## config.mk

```make
export PLATFORM = sky130hd
export DESIGN_NAME = latch_bank_ctrl
export DESIGN_NICKNAME = d
export VERILOG_FILES = /design/src/rtl/latch_bank_pkg.sv /design/src/rtl/rr_arbiter.sv /design/src/rtl/latch_bank_ctrl.sv
export SDC_FILE = /design/constraint.sdc
export NUM_CORES = 1
export LEC_CHECK = 0
export CAP_MARGIN = 10
export CORE_MARGIN = 2
export CORE_UTILIZATION = 35
export CTS_CLUSTER_SIZE = 20
export DETAILED_ROUTE_END_ITERATION = 8
export PLACE_DENSITY = 0.67
export SETUP_SLACK_MARGIN = 0.3
export SLEW_MARGIN = 20
export SYNTH_ARGS = -nofsm -noshare
export SYNTH_HDL_FRONTEND = slang
export SYNTH_SLANG_ARGS = --single-unit
```

## constraint.sdc

```tcl
create_clock -name clock -period 3 [get_ports clock]
set_input_delay 0.3 -clock clock [delete_from_list [all_inputs] [get_ports clock]]
set_output_delay 0.3 -clock clock [all_outputs]
set_load 0.02 [all_outputs]
```

## src/rtl/latch_bank_pkg.sv

```systemverilog
// Shared definitions for the latch bank controller: FSM encoding, parameter
// defaults and a constant-foldable ceiling-log2 helper.
package latch_bank_pkg;

    localparam int unsigned NREQ_DEF  = 4;
    localparam int unsigned NLAT_DEF  = 4;
    localparam int unsigned DW_DEF    = 8;
    localparam int unsigned PULSE_DEF = 2;

    typedef logic [1:0] state_t;

    localparam state_t StIdle  = 2'd0;
    localparam state_t StSetup = 2'd1;
    localparam state_t StOpen  = 2'd2;
    localparam state_t StHold  = 2'd3;

    function automatic int unsigned clog2(input int unsigned value);
        int unsigned result;
        result = 0;
        while ((64'd1 << result) < 64'(value)) begin
            result++;
        end
        return result;
    endfunction

endpackage

```

## src/rtl/rr_arbiter.sv

```systemverilog
// Combinational round-robin arbiter. The search starts at ptr and wraps; the
// pointer register itself belongs to the parent.
module rr_arbiter
    import latch_bank_pkg::*;
#(
    parameter int unsigned NREQ = NREQ_DEF,
    localparam int unsigned PW  = (NREQ > 1) ? clog2(NREQ) : 1
) (
    input  logic [NREQ-1:0] req,
    input  logic [PW-1:0]   ptr,
    output logic [NREQ-1:0] winner
);

    // First active request at or after ptr (modulo NREQ) wins.
    always_comb begin
        logic        found;
        int unsigned j;
        winner = '0;
        found  = 1'b0;
        j      = 0;
        for (int unsigned k = 0; k < NREQ; k++) begin
            j = (32'(ptr) + k) % NREQ;
            if (!found && req[PW'(j)]) begin
                winner[PW'(j)] = 1'b1;
                found          = 1'b1;
            end
        end
    end

endmodule

```

## src/rtl/latch_bank_ctrl.sv

```systemverilog
// Shares a bank of transparent latches between several requesters. Each write
// runs SETUP -> OPEN (PULSE cycles) -> HOLD so lat_d is stable around the
// enable window; every output comes directly from a flop.
module latch_bank_ctrl
    import latch_bank_pkg::*;
#(
    parameter int unsigned NREQ  = NREQ_DEF,
    parameter int unsigned NLAT  = NLAT_DEF,
    parameter int unsigned DW    = DW_DEF,
    parameter int unsigned PULSE = PULSE_DEF,
    localparam int unsigned AW   = (NLAT > 1) ? clog2(NLAT) : 1
) (
    input  logic               clock,
    input  logic               reset_n,
    input  logic [NREQ-1:0]    req,
    input  logic [NREQ*AW-1:0] req_addr,
    input  logic [NREQ*DW-1:0] req_data,
    output logic [NREQ-1:0]    gnt,
    output logic [NREQ-1:0]    ack,
    output logic               err,
    output logic [NLAT-1:0]    lat_en,
    output logic [DW-1:0]      lat_d,
    output logic               busy
);

    localparam int unsigned PW = (NREQ > 1) ? clog2(NREQ) : 1;
    localparam int unsigned CW = (PULSE > 1) ? clog2(PULSE) : 1;

    state_t          state_q, state_d;
    logic [NREQ-1:0] gnt_q, gnt_d;
    logic [NREQ-1:0] ack_q, ack_d;
    logic            err_q, err_d;
    logic [NLAT-1:0] lat_en_q, lat_en_d;
    logic [DW-1:0]   lat_d_q, lat_d_d;
    logic [AW-1:0]   idx_q, idx_d;
    logic [PW-1:0]   own_q, own_d;
    logic [PW-1:0]   ptr_q, ptr_d;
    logic [CW-1:0]   cnt_q, cnt_d;
    logic            bad_q, bad_d;
    logic            busy_q, busy_d;
    logic [NREQ-1:0] winner;

    rr_arbiter #(
        .NREQ (NREQ)
    ) u_arb (
        .req    (req),
        .ptr    (ptr_q),
        .winner (winner)
    );

    // Next-state logic for the write sequence and all registered outputs.
    always_comb begin
        state_d  = state_q;
        gnt_d    = gnt_q;
        ack_d    = '0;
        err_d    = 1'b0;
        lat_en_d = lat_en_q;
        lat_d_d  = lat_d_q;
        idx_d    = idx_q;
        own_d    = own_q;
        ptr_d    = ptr_q;
        cnt_d    = cnt_q;
        bad_d    = bad_q;
        unique case (state_q)
            StIdle: begin
                if (|req) begin
                    gnt_d = winner;
                    for (int i = 0; i < int'(NREQ); i++) begin
                        if (winner[i]) begin
                            own_d   = PW'(i);
                            lat_d_d = req_data[i*DW +: DW];
                            idx_d   = req_addr[i*AW +: AW];
                        end
                    end
                    state_d = StSetup;
                end
            end
            StSetup: begin
                // Out-of-range index decodes to no enable at all.
                for (int i = 0; i < int'(NLAT); i++) begin
                    lat_en_d[i] = (32'(idx_q) == 32'(i));
                end
                bad_d   = (32'(idx_q) >= NLAT);
                cnt_d   = CW'(PULSE - 1);
                state_d = StOpen;
            end
            StOpen: begin
                if (cnt_q == '0) begin
                    lat_en_d = '0;
                    ack_d    = gnt_q;
                    err_d    = bad_q;
                    state_d  = StHold;
                end else begin
                    cnt_d = cnt_q - CW'(1);
                end
            end
            StHold: begin
                gnt_d   = '0;
                ptr_d   = (own_q == PW'(NREQ - 1)) ? '0 : own_q + PW'(1);
                state_d = StIdle;
            end
            default: state_d = StIdle;
        endcase
        busy_d = (state_d != StIdle);
    end

    // State registers; reset drops every enable immediately.
    always_ff @(posedge clock or negedge reset_n) begin
        if (!reset_n) begin
            state_q  <= StIdle;
            gnt_q    <= '0;
            ack_q    <= '0;
            err_q    <= 1'b0;
            lat_en_q <= '0;
            lat_d_q  <= '0;
            idx_q    <= '0;
            own_q    <= '0;
            ptr_q    <= '0;
            cnt_q    <= '0;
            bad_q    <= 1'b0;
            busy_q   <= 1'b0;
        end else begin
            state_q  <= state_d;
            gnt_q    <= gnt_d;
            ack_q    <= ack_d;
            err_q    <= err_d;
            lat_en_q <= lat_en_d;
            lat_d_q  <= lat_d_d;
            idx_q    <= idx_d;
            own_q    <= own_d;
            ptr_q    <= ptr_d;
            cnt_q    <= cnt_d;
            bad_q    <= bad_d;
            busy_q   <= busy_d;
        end
    end

    assign gnt    = gnt_q;
    assign ack    = ack_q;
    assign err    = err_q;
    assign lat_en = lat_en_q;
    assign lat_d  = lat_d_q;
    assign busy   = busy_q;

endmodule

```

Yosys cells after proc, flatten, opt, wreduce, memory -nomap -nowiden
Cells that the tools add are included.
Widths: inputs -> output; s select.
{ "word_totals": {"reg_bits": 30, "wordCells": 102} }
{ "op_classes": {"reduce_logical": 20, "add_sub_neg": 5, "magnitude_cmp": 8, "mux": 47, "eq_ne": 9, "bitwise_logic": 3} }
{ "op_table": {"columns": ["operator", "n"], "rows": [
  ["$mux 4", 8],
  ["$mux 8", 4],
  ["$mux 2", 11],
  ["$pmux 4 s2", 2],
  ["$lt 2x3->1 const B", 4],
  ["$mux 1", 12],
  ["$or 4x4->4", 3],
  ["$eq 2x2->1 const B", 5],
  ["$bmux 1 s2", 4],
  ["$demux 1 s2", 4],
  ["$ge 2x1->1 const B", 4],
  ["$pmux 2 s4", 1],
  ["$logic_and 1x1->1", 7],
  ["$reduce_bool 2->1", 3],
  ["$add 2x1->2 const B", 2],
  ["$add 2x2->2 const B", 2],
  ["$eq 2x1->1 const B", 2],
  ["$logic_not 2->1", 2],
  ["$ne 2x2->1 const B", 2],
  ["$reduce_and 2->1", 2],
  ["$reduce_bool 4->1", 1],
  ["$reduce_or 4->1", 1],
  ["$logic_not 1->1", 3],
  ["$reduce_and 3->1", 1],
  ["other kinds (2)", 2]
]} }

Depth between registers and ports, before layout
Gate-level depths: netlist of the first run.
{ "depth": {"word_depth": 16, "depth_mapped": 10, "ltp_nobuf": 8} }

By module
Synthesis of the first run repeated with hierarchy kept, for this count alone.
{ "hier_totals": {"hier_cells": 184, "hier_area_um2": 1988.2} }
{ "by_module_without_submodules": {"columns": ["module", "area_per_inst_um2", "cells_per_inst", "n_inst"], "rows": [
  ["latch_bank_ctrl", 1650.3, 148, 1],
  ["rr_arbiter", 337.8, 36, 1]
]} }

Least setup slack after synthesis of the first run
No wires, ideal clock.
{ "synth_path": {"path_type": "register to register", "start": "register ptr_q[0]", "end": "register lat_d_q[6] (netlist: lat_d[6])", "t_arrival_ps": 2929, "synth_period_minus_slack_ps": 3015, "required_ps": 2914, "path_slack_ps": -15, "path_stages_with_launch": 11, "n_path_buf": 2, "path_cell_list": "dfrtp_1 > buf_2 > inv_1 > ha_1 > mux4_2 > nand2_1 > o21ai_1 > or3_4 > or4_4 > buf_6 > a32oi_1"} }
{ "synth_via": {"elab_chain_len": 15} }
{ "synth_lines": {"columns": ["item", "line", "text"], "rows": [
  ["start, declared", "latch_bank_ctrl.sv:37", "logic [PW-1:0] ptr_q, ptr_d;"],
  ["start signal, assigned", "latch_bank_ctrl.sv:131", "ptr_q <= ptr_d;"],
  ["branches (longest 11 deep; another with $lt 2x3->1)", null, null],
  ["$mux 4 (*)", "rr_arbiter.sv:23", "if (!found && req[PW'(j)]) begin"],
  ["$mux 8 (3 in series)", "latch_bank_ctrl.sv:69", "if (winner[i]) begin"],
  ["end signal, assigned", "latch_bank_ctrl.sv:128", "lat_d_q <= lat_d_d;"],
  ["end, declared", "latch_bank_ctrl.sv:34", "logic [DW-1:0] lat_d_q, lat_d_d;"]
]} }
Mark *: on every way between the ends. The select of a mux whose other input is x is not followed.
A chain may end at the register's enable or synchronous reset.

Final worst setup path of the first run
{ "layout_path": {"start": "register ptr_q[0]", "end": "register idx_q[0]"} }
{ "layout_via": {"elab_chain_len": 15} }
{ "layout_lines": {"columns": ["item", "line", "text"], "rows": [
  ["branches (longest 11 deep; another with $lt 2x3->1)", null, null],
  ["$mux 4 (*)", "rr_arbiter.sv:23", null],
  ["$mux 2 (3 in series)", "latch_bank_ctrl.sv:69", null],
  ["end signal, assigned", "latch_bank_ctrl.sv:129", "idx_q <= idx_d;"],
  ["end, declared", "latch_bank_ctrl.sv:35", "logic [AW-1:0] idx_q, idx_d;"]
]} }
Marks and branches as above.

==> results of run 1 <==
-- per-stage QoR --
stage,instances,utilization [%],area (sq um),power (mW),worst slack [ps]
after global placement,386,48.3,3030,2.94,71.6
final,404,52.6,3300,3.67,196
after detailed placement,386,48.3,3030,2.99,23.9
after CTS,400,51.7,3250,3.57,217
after floorplan,252,-,2290,2.30,173
after global routing,404,52.6,3300,3.95,124
-- layer usage --
layer,share of wire [%],wire [um],track usage (%),vias to the layer above
met4,0.56,35,3.37,0
met3,6.0,378,4.13,6
met1,46,2910,25.2,1087
li1,-,-,-,1102
met5,0,0,0,-
met2,47,2930,28.2,75
-- worst register-to-register path: stages (launching register included) --
cell and delay, ps:
dfrtp_1 400, inv_4 50, ha_4 280, mux4_2 580, and2_4 180, mux2_2 350, o31a_1 320, o311ai_2 340
a32oi_2 160
-- repair_timing --
action | 4_1_cts | 5_1_grt
pin swaps | 10 | 5
hold endpoints to repair | 0 | 0
setup buffers | 6 | 4
setup endpoints to repair | 11 | 11
cloned | 1 | 0
resized for setup | 15 | 3
hold buffers | 0 | 0
-- cell type report --
class	count	share of cell area [%]
clock buffers	7	2.31
repair buffers	91	25.7
flip-flops and latches	30	22.8
inverters	27	3.15
multi-input cells	172	43.2
well taps	77	2.92
-- cells in the final DEF, fill, tap and decap left out, drive strengths merged, types with 3 or more instances in the layout --
master	n
a21oi	17
a221o	4
a221oi	3
a32oi	10
and2	5
and4	10
buf	25
clkbuf	7
clkdlybuf4s50	66
dfrtp	30
ha	11
inv	27
mux2i	5
nand2	8
nand3	11
nor2	8
nor2b	4
nor3	6
nor3b	3
o21ai	16
o311ai	10
o31a	10
o31ai	10
-- registers in the layout, summed over array words and instances, names as in the netlist --
name / count
own_q: 2
busy: 1
lat_en: 4
lat_d: 8
state_q: 2
ack: 4
gnt: 4
cnt_q: 1
idx_q: 2
ptr_q: 2
-- power groups by stage --
| stage | Clock, mW | Sequential [mW] | Combinational [mW] |
|---|---|---|---|
| floorplan | 0 | 0.834 | 1.47 |
| global placement | 0 | 0.734 | 2.21 |
| detailed placement | 0 | 0.737 | 2.25 |
| CTS | 0.300 | 0.735 | 2.53 |
| global route | 0.315 | 0.764 | 2.88 |
| finish | 0.294 | 0.734 | 2.64 |
-- cell families after synthesis --
| group | synth area share (%) |
|---|---|
| AO/OA/AOI/OAI | 28.9 |
| AND/OR/NAND/NOR | 16.3 |
| flip-flops | 33.4 |
| adder cells (fa/ha/maj) | 6.12 |
| multiplexers | 5.23 |
| other | 0.167 |
| buffers and inverters | 9.95 |
-- worst max path at each step --
stage	from	to	slack, ps	depth (start not counted)
detailed placement	req[3]	lat_d[6]	20	7
global route	ptr_q[0]	lat_d[1]	120	8
finish	ptr_q[0]	idx_q[0]	200	8
global placement	req[3]	lat_d[6]	70	7
CTS	ptr_q[0]	lat_d[4]	220	8
floorplan	ptr_q[0]	lat_d[6]	170	10
==> impl_metrics.env, run 1 <==
export IMPL_clockBufferDepth=2
export IMPL_layout_min_cycle_time_ps=2800
export IMPL_drc=0
export IMPL_slowest_stage="mux4_2"
export IMPL_antenna_found_initial=0
export IMPL_grt_pass1_vias=2168
export IMPL_dr_pass1_iters=4
export IMPL_path_cells="inv_4, ha_4, mux4_2, and2_4, mux2_2, o31a_1, o311ai_2, a32oi_2"
export IMPL_slew_viol_final=0
export IMPL_synth_edf_count=0
export IMPL_clock_root_buffer="clkbuf_8"
export IMPL_syn_num_nets=309
export IMPL_area_delta_synth_final_pct=46.7
export IMPL_vias=2270
export IMPL_grt_overflow=0
export IMPL_synthCells=252
export IMPL_grt_max_degree=31
export IMPL_clk_latency_ps=270
export IMPL_hold_path_class="input pin to asynchronous set/reset pin"
export IMPL_yosysSeqAreaShare_pct=33.4
export IMPL_num_rows=29
export IMPL_hold_viol=0
export IMPL_worstSetupEndpointType="register"
export IMPL_critical_path_buf_inv_count=1
export IMPL_wl_per_cell_um=15.5
export IMPL_cts_tree="yes"
export IMPL_core_area_sq_mm=0.00628
export IMPL_fin_worst_skew_ps=6.45
export IMPL_synthMostInstantiatedCell="dfrtp_1"
export IMPL_drv_cap=0
export IMPL_synth_top_cell_area_share_pct=33.4
export IMPL_regArea_sq_um=751
export IMPL_fmax_ghz=0.357
export IMPL_antenna_cells=0
export IMPL_cp_required_ps=3140
export IMPL_avgSynthCellArea_sq_um=8.93
export IMPL_switching_share_pct=45.5
export IMPL_pwr_share_comb_pct=72.0
export IMPL_max_stage_delay_ps=580
export IMPL_cellLeakagePower_nw=1.39
export IMPL_grt_pass1_wl_mm=10.5
export IMPL_multi_input_area_sq_mm=0.00142
export IMPL_tightest_slew_ps=801
export IMPL_reg2reg_depth=8
export IMPL_die_x_um=84.2
export IMPL_layout_drive_gt1_share_pct=18.3
export IMPL_synth_top_area_cell="dfrtp_1"
export IMPL_io_buffer_count=66
export IMPL_crit_type="register to register"
export IMPL_pin_count=68
export IMPL_routabilityCongestion=0.835
export IMPL_internal_power_mw=2.00
export IMPL_dieArea_sq_mm=0.00708
export IMPL_r2r_slack_ps=200
export IMPL_fill_cells=598
export IMPL_ys_seq_elements=30
export IMPL_start_util_pct=35.8
export IMPL_setup_viol=0
export IMPL_power_share_clock_pct=8.0
export IMPL_seqPwrFrac_pct=20.0
export IMPL_rsz0062_at_grt="true"
export IMPL_maxSlewHeadroom_pct=46.5
export IMPL_post_dp_hpwl_mm=4.66
export IMPL_crit_family="multiplexers"
export IMPL_netlist_top_cells_count="dfrtp_1 (30), inv_1 (26), a21oi_1 (17), clkbuf_1 (15)"
export IMPL_vias_per_cell=5.62
export IMPL_worstSetupStartpointType="register"
export IMPL_run_status="complete, no violations"
export IMPL_final_nets=384
export IMPL_synth_area_leaders="dfrtp_1 (33%), ha_1 (6.1%), inv_1 (4.3%)"
export IMPL_cts_clk_slew_worst_paths_ps=60
export IMPL_postRouteAntennaNets=0
export IMPL_holdWs_ps=416
export IMPL_r2r_end="idx_q[0]"
export IMPL_switchingPower_mw=1.67
export IMPL_crit_arrival_ps=2940
export IMPL_synth_area_sq_mm=0.00225
export IMPL_p_per_area_mw_per_mm2=1110
export IMPL_drt_wl_total_mm=6.25
export IMPL_cp_max_fo=11
export IMPL_synth_cell_types=42
export IMPL_synthFlopType="dfrtp_1"
export IMPL_ys_warn_count=0
export IMPL_cts_sinks=30
export IMPL_peakVddDrop_uv=515
export IMPL_timing_rr_start="ptr_q[0]"
export IMPL_tns_ps=0
export IMPL_htree_levels=2
export IMPL_async_reset_ff_share_pct=100
export IMPL_grtUsageTotal_pct=17.8
export IMPL_cts_buffers=5
export IMPL_fin_crit_sh_pct=93.5
export IMPL_drtIter0Drc=130
export IMPL_die_y_um=84.2
Power figures use the tool's default switching activity.
==> run 2: changes to the inputs <==
PLACE_DENSITY = 0.65   (was 0.67)
SLEW_MARGIN = not set   (was 20)
clock period = 3.55 ns   (was 3 ns; I/O delays follow)
==> run 2 against run 1 <==
- die area unchanged
- sequential share of layout area is 1.8 points higher
- non-clock buffer count is 15 lower
- via count shrank 5.8%
- worst setup slack improved by 260 ps
==> impl_metrics.env, run 2 (synthesis results as in run 1) <==
export IMPL_crit_type="register to register"
export IMPL_place_inst=381
export IMPL_cp_max_fo=15
export IMPL_drt_wl_total_mm=5.89
export IMPL_drtIter0Drc=140
export IMPL_htree_levels=2
export IMPL_core_area_sq_mm=0.00628
export IMPL_dieArea_sq_mm=0.00708
export IMPL_routabilityCongestion=0.895
export IMPL_grt_pass1_vias=2024
export IMPL_hold_path_class="input pin to asynchronous set/reset pin"
export IMPL_grt_max_degree=31
export IMPL_crit_arrival_ps=3280
export IMPL_drv_cap=0
export IMPL_pwr_share_comb_pct=67.5
export IMPL_postRouteAntennaNets=0
export IMPL_clockBufferDepth=2
export IMPL_setup_viol=0
export IMPL_cts_clk_slew_worst_paths_ps=70
export IMPL_switchingPower_mw=1.26
export IMPL_power_share_clock_pct=10.0
export IMPL_wl_per_cell_um=15.1
export IMPL_grt_pass1_wl_mm=9.86
export IMPL_layout_common_cells="clkdlybuf4s50_1 (66), dfrtp_1 (29), inv_1 (26)"
export IMPL_vias_per_cell=5.50
export IMPL_mostFrequentLayoutCell="clkdlybuf4s50_1"
export IMPL_holdWs_ps=464
export IMPL_antenna_found_initial=0
export IMPL_tns_ps=0
export IMPL_peakVddDrop_uv=463
export IMPL_grt_overflow=0
export IMPL_slew_viol_final=0
export IMPL_dr_pass1_iters=4
export IMPL_num_rows=29
export IMPL_ctsHoldBuffers=0
export IMPL_clk_latency_ps=280
export IMPL_fin_cells=389
export IMPL_run_status="complete, no violations"
export IMPL_antenna_cells=0
export IMPL_place_ws_ps=404
export IMPL_switching_share_pct=46.0
export IMPL_maxSlewHeadroom_pct=17.9
export IMPL_largest_reg_flops=8
export IMPL_post_route_cell_area_sq_mm=0.00307
export IMPL_layout_min_cycle_time_ps=3090
export IMPL_place_area_sq_mm=0.00297
export IMPL_rsz0062_at_grt="false"
export IMPL_cts_buffers=5
export IMPL_fin_crit_sh_pct=87.0
export IMPL_vias=2139
export IMPL_layout_drive_gt1_share_pct=9.29
export IMPL_cp_required_ps=3740
export IMPL_fin_worst_skew_ps=10.1
export IMPL_area_delta_synth_final_pct=36.3
export IMPL_final_nets=368
export IMPL_post_dp_hpwl_mm=4.61
export IMPL_hold_viol=0
export IMPL_internal_power_mw=1.49
export IMPL_worstSetupEndpointType="register"
export IMPL_start_util_pct=35.8
export IMPL_die_x_um=84.2
export IMPL_worstSetupStartpointType="register"
export IMPL_setup_ws_ps=461
export IMPL_die_y_um=84.2
export IMPL_tightest_slew_ps=1220
export IMPL_pin_count=68
export IMPL_seqPwrFrac_pct=22.4
export IMPL_p_per_area_mw_per_mm2=897
export IMPL_fill_cells=588
export IMPL_cts_sinks=30
export IMPL_drc=0
export IMPL_io_buffer_count=66
export IMPL_cts_tree="yes"
export IMPL_grtUsageTotal_pct=16.8
export IMPL_fmax_ghz=0.324
export IMPL_cellLeakagePower_nw=1.30
export IMPL_clock_root_buffer="clkbuf_8"
## run 2: cell types whose count changed in the layout (fill, tap and decap cells not counted), moves of 2 or more
cell and change:
buf_4 -15, inv_1 +2, o311ai_1 +7, o311ai_2 -6
## run 2: critical path, stage by stage (launching register included)
cell and delay (ps):
dfrtp_2 440, inv_1 120, ha_1 340, mux4_2 580
nand2_1 100, o21ai_1 80, or3_4 480, or4_4 630
a32oi_1 230
## run 2: what timing repair did
action                                  4_1_cts  5_1_grt
setup buffers                                 0        0
resized for setup                             0        1
endpoints found under the setup margin        0       11
## run 2: layout make-up
class                   count  area [sq um]  area share, %
clock inverters             1          5.00          0.163
inverters                  27           101           3.30
flip-flops and latches     30           752           24.5
well taps                  77          96.3           3.14
multi-input cells         171          1290           42.1
repair buffers             76           736           24.0
clock buffers               7          86.3           2.82
## run 2: path summary, 6_finish.rpt
kind                          start       end  slack [ps]  depth (start not counted)
max                        ptr_q[1]  lat_d[6]         460                          8
min                         reset_n    gnt[1]         460                          2
max reg2reg                ptr_q[1]  lat_d[6]         460                          8
min reg2reg                own_q[1]  own_q[1]         520                          1
max in group asynchronous   reset_n  ptr_q[1]        2800                          2
min in group clock         own_q[1]  own_q[1]         520                          1
## run 2: layer usage
metal	vias up	wire [um]	global-route usage, %
li1	1065	-	-
met1	999	2790	23.8
met2	70	2720	26.8
met3	5	339	2.75
met4	0	41	4.40
met5	-	0	0
## run 2: through the flow
stage | power [mW] | utilization, %
5_1_grt | 2.98 | 48.9
6_report | 2.75 | 48.9
3_3_place_gp | 2.44 | 47.4
2_1_floorplan | 1.89 | -
4_1_cts | 2.76 | 48.8
3_5_place_dp | 2.47 | 47.4
## run 2: power groups by stage
stage	clock network [mW]	logic, mW	registers (mW)
5_1_grt	0.299	2.04	0.643
3_3_place_gp	0	1.82	0.619
3_5_place_dp	0	1.85	0.625
4_1_cts	0.284	1.85	0.620
6_report	0.276	1.86	0.617
2_1_floorplan	0	1.19	0.704
==> run 3: changes to the inputs <==
clock period = 2.9 ns   (was 3.55 ns; I/O delays follow)
==> run 3 against run 2 <==
- cell count up 6.9%
- sequential share of layout area shrank 2.6 points
- clock skew fell by 7.7 ps
- hold slack worse by 70 ps
- first-iteration DRC count decreased by 35%
- total power increased by 45%
- global-route usage rose by 1.7 points
- worst setup slack got worse by 340 ps
- non-clock buffer count up 27
- largest cell class unchanged
- largest power group unchanged
- highest routed layer unchanged
==> impl_metrics.env, run 3 (synthesis results as in run 1) <==
export IMPL_worstSetupStartpointType="register"
export IMPL_run_status="complete, no violations"
export IMPL_p_per_area_mw_per_mm2=1170
export IMPL_crit_arrival_ps=2970
export IMPL_rsz0062_at_grt="true"
export IMPL_drtIter0Drc=91
export IMPL_fin_crit_sh_pct=95.8
export IMPL_cpMostUsedCell="a21oi_2"
export IMPL_grt_pass1_vias=2244
export IMPL_crit_cells=8
export IMPL_area_delta_synth_final_pct=52.3
export IMPL_routabilityCongestion=0.857
export IMPL_peakVddDrop_uv=676
export IMPL_critical_path_buf_inv_count=1
export IMPL_cts_sinks=30
export IMPL_vias_per_cell=5.44
export IMPL_cp_required_ps=3090
export IMPL_cts_buffers=5
export IMPL_pin_count=68
export IMPL_r2r_slack_ps=120
export IMPL_timing_rr_start="ptr_q[0]"
export IMPL_clock_root_buffer="clkbuf_8"
export IMPL_fmax_ghz=0.360
export IMPL_largest_reg_flops=8
export IMPL_max_stage_delay_ps=580
export IMPL_num_rows=29
export IMPL_grt_max_degree=31
export IMPL_cts_clk_slew_worst_paths_ps=60
export IMPL_dr_pass1_iters=4
export IMPL_post_route_cell_area_sq_mm=0.00343
export IMPL_slew_viol_final=0
export IMPL_setup_ws_ps=122
export IMPL_tns_ps=0
export IMPL_seqPwrFrac_pct=19.0
export IMPL_grtUsageTotal_pct=18.5
export IMPL_drt_wl_total_mm=6.33
export IMPL_postRouteAntennaNets=0
export IMPL_vias=2263
export IMPL_final_nets=396
export IMPL_die_y_um=84.2
export IMPL_dieArea_sq_mm=0.00708
export IMPL_reg2reg_depth=8
export IMPL_grt_pass1_wl_mm=10.8
export IMPL_pwr_share_comb_pct=73.3
export IMPL_drc=0
export IMPL_layout_common_cells="clkdlybuf4s50_1 (66), buf_4 (34), dfrtp_1 (30)"
export IMPL_start_util_pct=35.8
export IMPL_place_inst=395
export IMPL_clk_latency_ps=280
export IMPL_place_area_sq_mm=0.00310
export IMPL_post_dp_hpwl_mm=4.65
export IMPL_die_x_um=84.2
export IMPL_hold_viol=0
export IMPL_core_area_sq_mm=0.00628
export IMPL_r2r_end="lat_d[0]"
export IMPL_slowest_stage="mux4_2"
export IMPL_path_cells="inv_4, ha_4, mux4_2, a21oi_2, a21oi_2, a221o_2, or4_4, a32oi_1"
export IMPL_fill_cells=563
export IMPL_internal_power_mw=2.22
export IMPL_io_buffer_count=66
export IMPL_cts_tree="yes"
export IMPL_place_ws_ps=-76.4
export IMPL_crit_family="compound AO/OA/AOI/OAI gates"
export IMPL_setup_viol=0
export IMPL_ctsHoldBuffers=0
export IMPL_crit_type="register to register"
export IMPL_cellLeakagePower_nw=1.46
export IMPL_antenna_cells=0
export IMPL_fin_cells=416
export IMPL_worstSetupEndpointType="register"
export IMPL_switchingPower_mw=1.78
export IMPL_layout_drive_gt1_share_pct=22.4
export IMPL_antenna_found_initial=0
export IMPL_drv_cap=0
export IMPL_layout_min_cycle_time_ps=2780
export IMPL_htree_levels=2
export IMPL_wl_per_cell_um=15.2
export IMPL_clockBufferDepth=2
export IMPL_power_share_clock_pct=7.7
export IMPL_switching_share_pct=44.5
export IMPL_cp_max_fo=7
export IMPL_fin_worst_skew_ps=2.38
export IMPL_mostFrequentLayoutCell="clkdlybuf4s50_1"
export IMPL_hold_path_class="input pin to asynchronous set/reset pin"
export IMPL_grt_overflow=0
==> run 3: cell types whose count changed in the layout (fill, tap and decap cells not counted), sizes merged <==
cell    change
clkinv      -1
buf        +27
or4         +1
==> run 3: metal layers <==
layer / global-route usage (%) / share of wire [%] / up-vias
li1: - / - / 1120
met1: 26.4 / 47 / 1068
met2: 29.1 / 47 / 68
met3: 2.95 / 4.8 / 7
met4: 5.28 / 1.2 / 0
met5: 0 / 0 / -
==> run 3: through the flow <==
step,hold slack [ps],util [%],power (mW)
5_1_grt,444,54.6,4.31
4_1_cts,404,53.4,3.83
3_5_place_dp,492,49.4,3.14
2_1_floorplan,-5.59,-,2.38
6_report,395,54.6,3.99
3_3_place_gp,479,49.4,3.10
==> run 3: area by class of cell <==
class / instances / area, sq um / share of cell area, %
Clock buffer: 7 / 76.3 / 2.23
Inverter: 27 / 104 / 3.03
Multi-Input combinational cell: 172 / 1450 / 42.3
Sequential cell: 30 / 751 / 21.9
Tap cell: 77 / 96.3 / 2.81
Timing Repair Buffer: 103 / 950 / 27.7
==> run 3: worst max path at each step <==
stage	startpoint	to	slack, ps
after CTS	ptr_q[0]	lat_d[6]	140
after detailed placement	req[3]	lat_d[6]	-80
after global placement	req[3]	lat_d[6]	-3
after floorplan	ptr_q[0]	lat_d[6]	70
final	ptr_q[0]	lat_d[0]	120
after global routing	ptr_q[0]	lat_d[0]	20
==> run 3: repair_timing <==
item / 4_1_cts / 5_1_grt
setup buffers: 11 / 2
cloned: 1 / 0
resized for setup: 17 / 14
pin swaps: 7 / 6
endpoints found under the setup margin: 11 / 14
==> run 3: power by group through the flow <==
stage | clock (mW) | sequential, mW | combinational [mW]
final | 0.307 | 0.760 | 2.93
after global routing | 0.329 | 0.792 | 3.18
after CTS | 0.318 | 0.760 | 2.75
after detailed placement | 0 | 0.762 | 2.38
after global placement | 0 | 0.754 | 2.35
after floorplan | 0 | 0.863 | 1.52
==> run 3: worst reg2reg max path, stage by stage (launching register included) <==
cell,delay [ps]
dfrtp_1,400
inv_4,50
ha_4,270
mux4_2,580
a21oi_2,200
a21oi_2,50
a221o_2,370
or4_4,550
a32oi_1,220
